### config.mk
export PLATFORM = sky130hd
export DESIGN_NAME = to_8bit_serializer
export DESIGN_NICKNAME = d
export VERILOG_FILES = /design/src/rtl/to8bit_pkg.sv /design/src/rtl/to_8bit_phase_gen.sv /design/src/rtl/to_8bit_serializer.sv
export SDC_FILE = /design/constraint.sdc
export NUM_CORES = 1
export LEC_CHECK = 0
export BUFFER_PORTS_ARGS = -buffer_cell sky130_fd_sc_hd__buf_2
export CAP_MARGIN = 0
export CORE_ASPECT_RATIO = 0.6
export CORE_MARGIN = 2
export CORE_UTILIZATION = 50
export DETAILED_ROUTE_END_ITERATION = 10
export PLACE_DENSITY = 0.8
export SYNTH_ARGS = -nofsm -noshare
export SYNTH_HDL_FRONTEND = slang
export SYNTH_SLANG_ARGS = --single-unit
### constraint.sdc
create_clock -name clk -period 1.9 [get_ports clk]
set_input_delay 0.38 -clock clk [delete_from_list [all_inputs] [get_ports clk]]
set_output_delay 0.38 -clock clk [all_outputs]
set_load 0.005 [all_outputs]
### src/rtl/to8bit_pkg.sv
// Shared definitions for the 8/16/32-bit to byte-stream serializer.
package to8bit_pkg;

    // Data widths: output byte, half-word input, word input and word residue buffer.
    localparam int BYTE_W  = 8;
    localparam int HALF_W  = 16;
    localparam int WORD_W  = 32;
    localparam int BUF32_W = 24;

    // Mode select encodings for dataS.
    localparam logic [1:0] MODE_8    = 2'b00;
    localparam logic [1:0] MODE_16   = 2'b01;
    localparam logic [1:0] MODE_32   = 2'b10;
    localparam logic [1:0] MODE_IDLE = 2'b11;

    // Byte phase within a 32-bit word; PH_0 is the word-load boundary.
    typedef enum logic [1:0] {
        PH_0 = 2'd0,
        PH_1 = 2'd1,
        PH_2 = 2'd2,
        PH_3 = 2'd3
    } phase_e;

    // Successor of a phase value, wrapping PH_3 back to PH_0.
    function automatic phase_e next_phase(input phase_e ph);
        phase_e nxt;
        case (ph)
            PH_0:    nxt = PH_1;
            PH_1:    nxt = PH_2;
            PH_2:    nxt = PH_3;
            default: nxt = PH_0;
        endcase
        return nxt;
    endfunction

endpackage

### src/rtl/to_8bit_phase_gen.sv
// Free-running 2-bit byte-phase counter with half-word and word load strobes.
// The phase advances on every enabled edge regardless of mode, so all modes
// share one byte timeline and a mode change never realigns it.
module to_8bit_phase_gen
    import to8bit_pkg::*;
(
    input  logic       i_clk,
    input  logic       i_rst,   // synchronous, active-low
    input  logic       i_enb,
    output logic [1:0] o_phase,
    output logic       o_ld16,
    output logic       o_ld32
);

    phase_e r_phase;
    phase_e w_phase_nxt;

    // Phase register: cleared by reset, otherwise takes the computed next phase.
    always_ff @(posedge i_clk) begin
        if (!i_rst) begin
            r_phase <= PH_0;
        end else begin
            r_phase <= w_phase_nxt;
        end
    end

    // Next phase: hold while disabled, otherwise step and wrap.
    always_comb begin
        w_phase_nxt = r_phase;
        if (i_enb) begin
            w_phase_nxt = next_phase(r_phase);
        end
    end

    // Half-words load on even phases, words only at the boundary.
    assign o_phase = r_phase;
    assign o_ld16  = ~r_phase[0];
    assign o_ld32  = (r_phase == PH_0);

endmodule

### src/rtl/to_8bit_serializer.sv
// Width adapter: serialises 8-, 16- or 32-bit words MSB byte first onto one
// registered byte stream, paced by a shared byte-phase counter.
module to_8bit_serializer
    import to8bit_pkg::*;
(
    input  logic              clk,
    input  logic              rst,        // synchronous, active-low; overrides enb
    input  logic              enb,        // 0 freezes all state cycle-exactly
    input  logic [BYTE_W-1:0] dataIn,
    input  logic [HALF_W-1:0] dataIn16,
    input  logic [WORD_W-1:0] dataIn32,
    input  logic [1:0]        dataS,
    output logic [BYTE_W-1:0] dataOut,
    output logic [1:0]        o_dbg_phase // current byte phase, for observation
);

    logic [1:0]         w_phase;
    logic               w_ld16;
    logic               w_ld32;

    logic [BYTE_W-1:0]  r_data_out;
    logic [BYTE_W-1:0]  r_buf16;
    logic [BUF32_W-1:0] r_buf32;

    logic [BYTE_W-1:0]  w_data_out_nxt;
    logic [BYTE_W-1:0]  w_buf16_nxt;
    logic [BUF32_W-1:0] w_buf32_nxt;

    to_8bit_phase_gen u_phase_gen (
        .i_clk   (clk),
        .i_rst   (rst),
        .i_enb   (enb),
        .o_phase (w_phase),
        .o_ld16  (w_ld16),
        .o_ld32  (w_ld32)
    );

    // Datapath next state: the phase seen here is the value before this edge's increment.
    // Entering 01/10 mid-word deliberately replays whatever is left in the buffers.
    always_comb begin
        w_data_out_nxt = r_data_out;
        w_buf16_nxt    = r_buf16;
        w_buf32_nxt    = r_buf32;
        if (enb) begin
            case (dataS)
                MODE_8: begin
                    w_data_out_nxt = dataIn;
                end
                MODE_16: begin
                    if (w_ld16) begin
                        w_data_out_nxt = dataIn16[HALF_W-1:BYTE_W];
                        w_buf16_nxt    = dataIn16[BYTE_W-1:0];
                    end else begin
                        w_data_out_nxt = r_buf16;
                    end
                end
                MODE_32: begin
                    if (w_ld32) begin
                        w_data_out_nxt = dataIn32[WORD_W-1:BUF32_W];
                        w_buf32_nxt    = dataIn32[BUF32_W-1:0];
                    end else begin
                        w_data_out_nxt = r_buf32[BUF32_W-1:BUF32_W-BYTE_W];
                        w_buf32_nxt    = {r_buf32[BUF32_W-BYTE_W-1:0], {BYTE_W{1'b0}}};
                    end
                end
                MODE_IDLE: begin
                    w_data_out_nxt = '0;
                end
                default: begin
                    w_data_out_nxt = '0;
                end
            endcase
        end
    end

    // Datapath registers: reset clears output and both buffers.
    always_ff @(posedge clk) begin
        if (!rst) begin
            r_data_out <= '0;
            r_buf16    <= '0;
            r_buf32    <= '0;
        end else begin
            r_data_out <= w_data_out_nxt;
            r_buf16    <= w_buf16_nxt;
            r_buf32    <= w_buf32_nxt;
        end
    end

    assign dataOut     = r_data_out;
    assign o_dbg_phase = w_phase;

endmodule

==> impl_results.md <==
- Status: completed
- Rel. slew slack: 0.760
- Crit path time final: 1.64 ns
- Clock transition at the registers of the reported paths: 0.07 ns
- ANT cells: 0
- # IOs: 71
- Synth area leader: dfxtp_1
- Initial Utilization: 0.515
- CTS resizes: 0
- H-tree levels: 2
- Fin crit share: 0.861
- Setup TNS Final: 0 ns
- Worst min-delay path endpoint: r_buf16[0]
- Reg2reg setup slack: 0.26 ns
- Req. time, crit path: 2.08 ns
- Max Slew Vio Count: 0
- CP Max Fanout: 12
- RR Endpoint: dataOut[7]
- P per Cell Area: 732 nW/um^2
- RSZ-0062 raised after global routing: no
- Via count: 1736
- Worst Min Path Start: dataIn16[0]
- Post-DRT Antenna Nets: 0
- GR Util All Layers: 0.197
- Largest net degree at the start of global routing: 41
- Critical path class: reg2reg
- Worst path arrival time: 1.82 ns
- TritonCTS clock tree: done
- Depth of the worst register-to-register path: 6
- GP Congestion: 0.778
- DRT Wirelength: 4.57 mm
- Netlist cell types: 26
- Core Area: 4050 sq um
- Die height: 54.1 um
- Syn_nets: 275
- Worst-skew pair later-pin latency: 0.29 ns
- Routed vias/inst: 5.34
- DP HPWL: 3.39 mm
- Synth Cell Area: 2090 sq um
- Fmax: 612 MHz
- CTS sink count: 42
- Max-cap violations: 0
- Hold Vio Cnt, Final: 0
- Cts bufs inserted: 5
- Slew @ Worst Pin: 0.359 ns
- Initial drt markers: 81
- Sequential cell area: 841 sq um
- DRT Pass-1 Iters: 4
- Dominant cells by area after synthesis: dfxtp_1 40%, mux2i_1 17%, o211a_1 7.7%, nand2_1 4.5%, nor2b_1 3.3%
- Final Net Count: 338
- LEAKAGE: 1.29 nW
- Max clock buf depth: 2
- Layout cells sized above 1: 0.324
- Root Buffer: clkbuf_8
- R2r startpoint: u_phase_gen.o_phase[1]
- HP Class: in2reg
- Fin Clk Skew: 0.00169 ns
- VDD IR max: 0.382 mV
- Vias in the first global route: 1549
- CP endpoint kind: flip-flop
- Syn avg cell area: 9.86 sq um
- Row Count: 18
- Worst setup SP type: flip-flop
- IO buf count: 70
- Die Wd: 87.5 um
- Fin Hold WS: 0.353 ns
- Total gr overflow: 0
- Share of the synthesized area in the top cell type: 0.402
- Fillers: 366
- Area delta synth->final: 20.7%
- Sequential element share of the synthesized area: 0.402
- Ys Warns: 0
- Yosys reg bits: 42
- Worst hold stages: 3
- Initial antenna violation count: 0
- Area of the multi-input gates: 1120 sq um
- First-pass GRT wire length: 7.11 mm
- Final setup viols: 0
- Cells after Synth: 212
- Setup Buffers After CTS: 0
- Die area: 4730 sq um
- CTS Hold Bufs: 0
- Avg WL per Cell: 14.1 um
- Remaining routing DRC violations: 0
==> worst max-delay path: stages (launching register included) <==
cell and delay (ns):
dfxtp_1 0.34, inv_1 0.07, ha_2 0.37, buf_4 0.26, mux2i_1 0.19, o21ai_0 0.08
a32o_1 0.22
==> layer usage <==
metal | wire (um) | GRT usage | vias up | share of wire
met5 | 0 | 0 | - | 0
met2 | 1960 | 0.308 | 42 | 0.43
met4 | 49 | 0.0615 | 0 | 0.011
met1 | 2270 | 0.266 | 791 | 0.50
li1 | - | - | 896 | -
met3 | 285 | 0.0537 | 7 | 0.062
==> Yosys cell counts, drive strengths merged <==
library cell,instances
ha,2
a21boi,8
nand2,25
mux2,6
nand3,8
o211a,16
and4bb,1
and3b,1
a211oi,5
dfxtp,42
nor2,2
a21oi,4
nor2b,11
a32o,5
inv,3
nand3b,1
o21ai,9
nor3,5
clkbuf,5
buf,15
mux2i,35
a222oi,3
==> cell type report <==
| type | count | area share |
|---|---|---|
| inverter | 3 | 0.00446 |
| multi-input combinational | 147 | 0.445 |
| clock buffer | 7 | 0.0303 |
| timing repair buffer | 76 | 0.162 |
| sequential | 42 | 0.333 |
| tap | 50 | 0.0248 |
==> registers in the layout, summed over array words and instances, names as in the netlist <==
name	cells
r_buf32	24
dataOut	8
r_buf16	8
u_phase_gen.o_phase	2
==> report_power, final <==
| part | switching, W | internal, W | total (W) |
|---|---|---|---|
| Combinational | 0.000174 | 0.000193 | 0.000367 |
| Clock | 0.000280 | 0.000253 | 0.000533 |
| Sequential | 0.0000235 | 0.000923 | 0.000947 |
| Total | 0.000478 | 0.00137 | 0.00185 |
==> cells in the final DEF, fill, tap and decap left out, drive strengths merged, types with 6 or more instances in the layout <==
cell type   n
o211a      16
o21ai       9
dfxtp      42
a21boi      8
nand2      25
nor2b      11
clkbuf      7
mux2        6
nand3       8
buf        76
mux2i      35
==> logic make-up after synthesis <==
kind of cell               Yosys count  synth area share
and+or+nand+nor                     54             0.126
AOI/OAI and AO/OA                   50             0.193
DFF                                 42             0.402
muxes                               41             0.205
buffers and inverters               23            0.0611
adders and majority gates            2            0.0120
==> through the flow <==
stage | area [sq um] | total power, W | setup WS [ns] | util | std cells
after floorplan | 2090 | 0.00121 | 0.306 | - | 212
after global placement | 2450 | 0.00133 | 0.321 | 0.603 | 318
after detailed placement | 2450 | 0.00134 | 0.280 | 0.603 | 318
after CTS | 2520 | 0.00186 | 0.260 | 0.622 | 325
after global routing | 2520 | 0.00193 | 0.168 | 0.622 | 325
final | 2520 | 0.00185 | 0.265 | 0.622 | 325
==> worst max path at each step <==
stage	start	end	slack (ns)	depth (start not counted)
after floorplan	u_phase_gen.o_phase[0]	dataOut[1]	0.31	8
after global placement	u_phase_gen.o_phase[0]	dataOut[3]	0.32	6
after detailed placement	u_phase_gen.o_phase[1]	dataOut[7]	0.28	6
after CTS	u_phase_gen.o_phase[1]	dataOut[7]	0.26	6
after global routing	u_phase_gen.o_phase[1]	dataOut[1]	0.17	6
final	u_phase_gen.o_phase[1]	dataOut[7]	0.26	6
No activity file was read; power rests on OpenSTA's default activity.
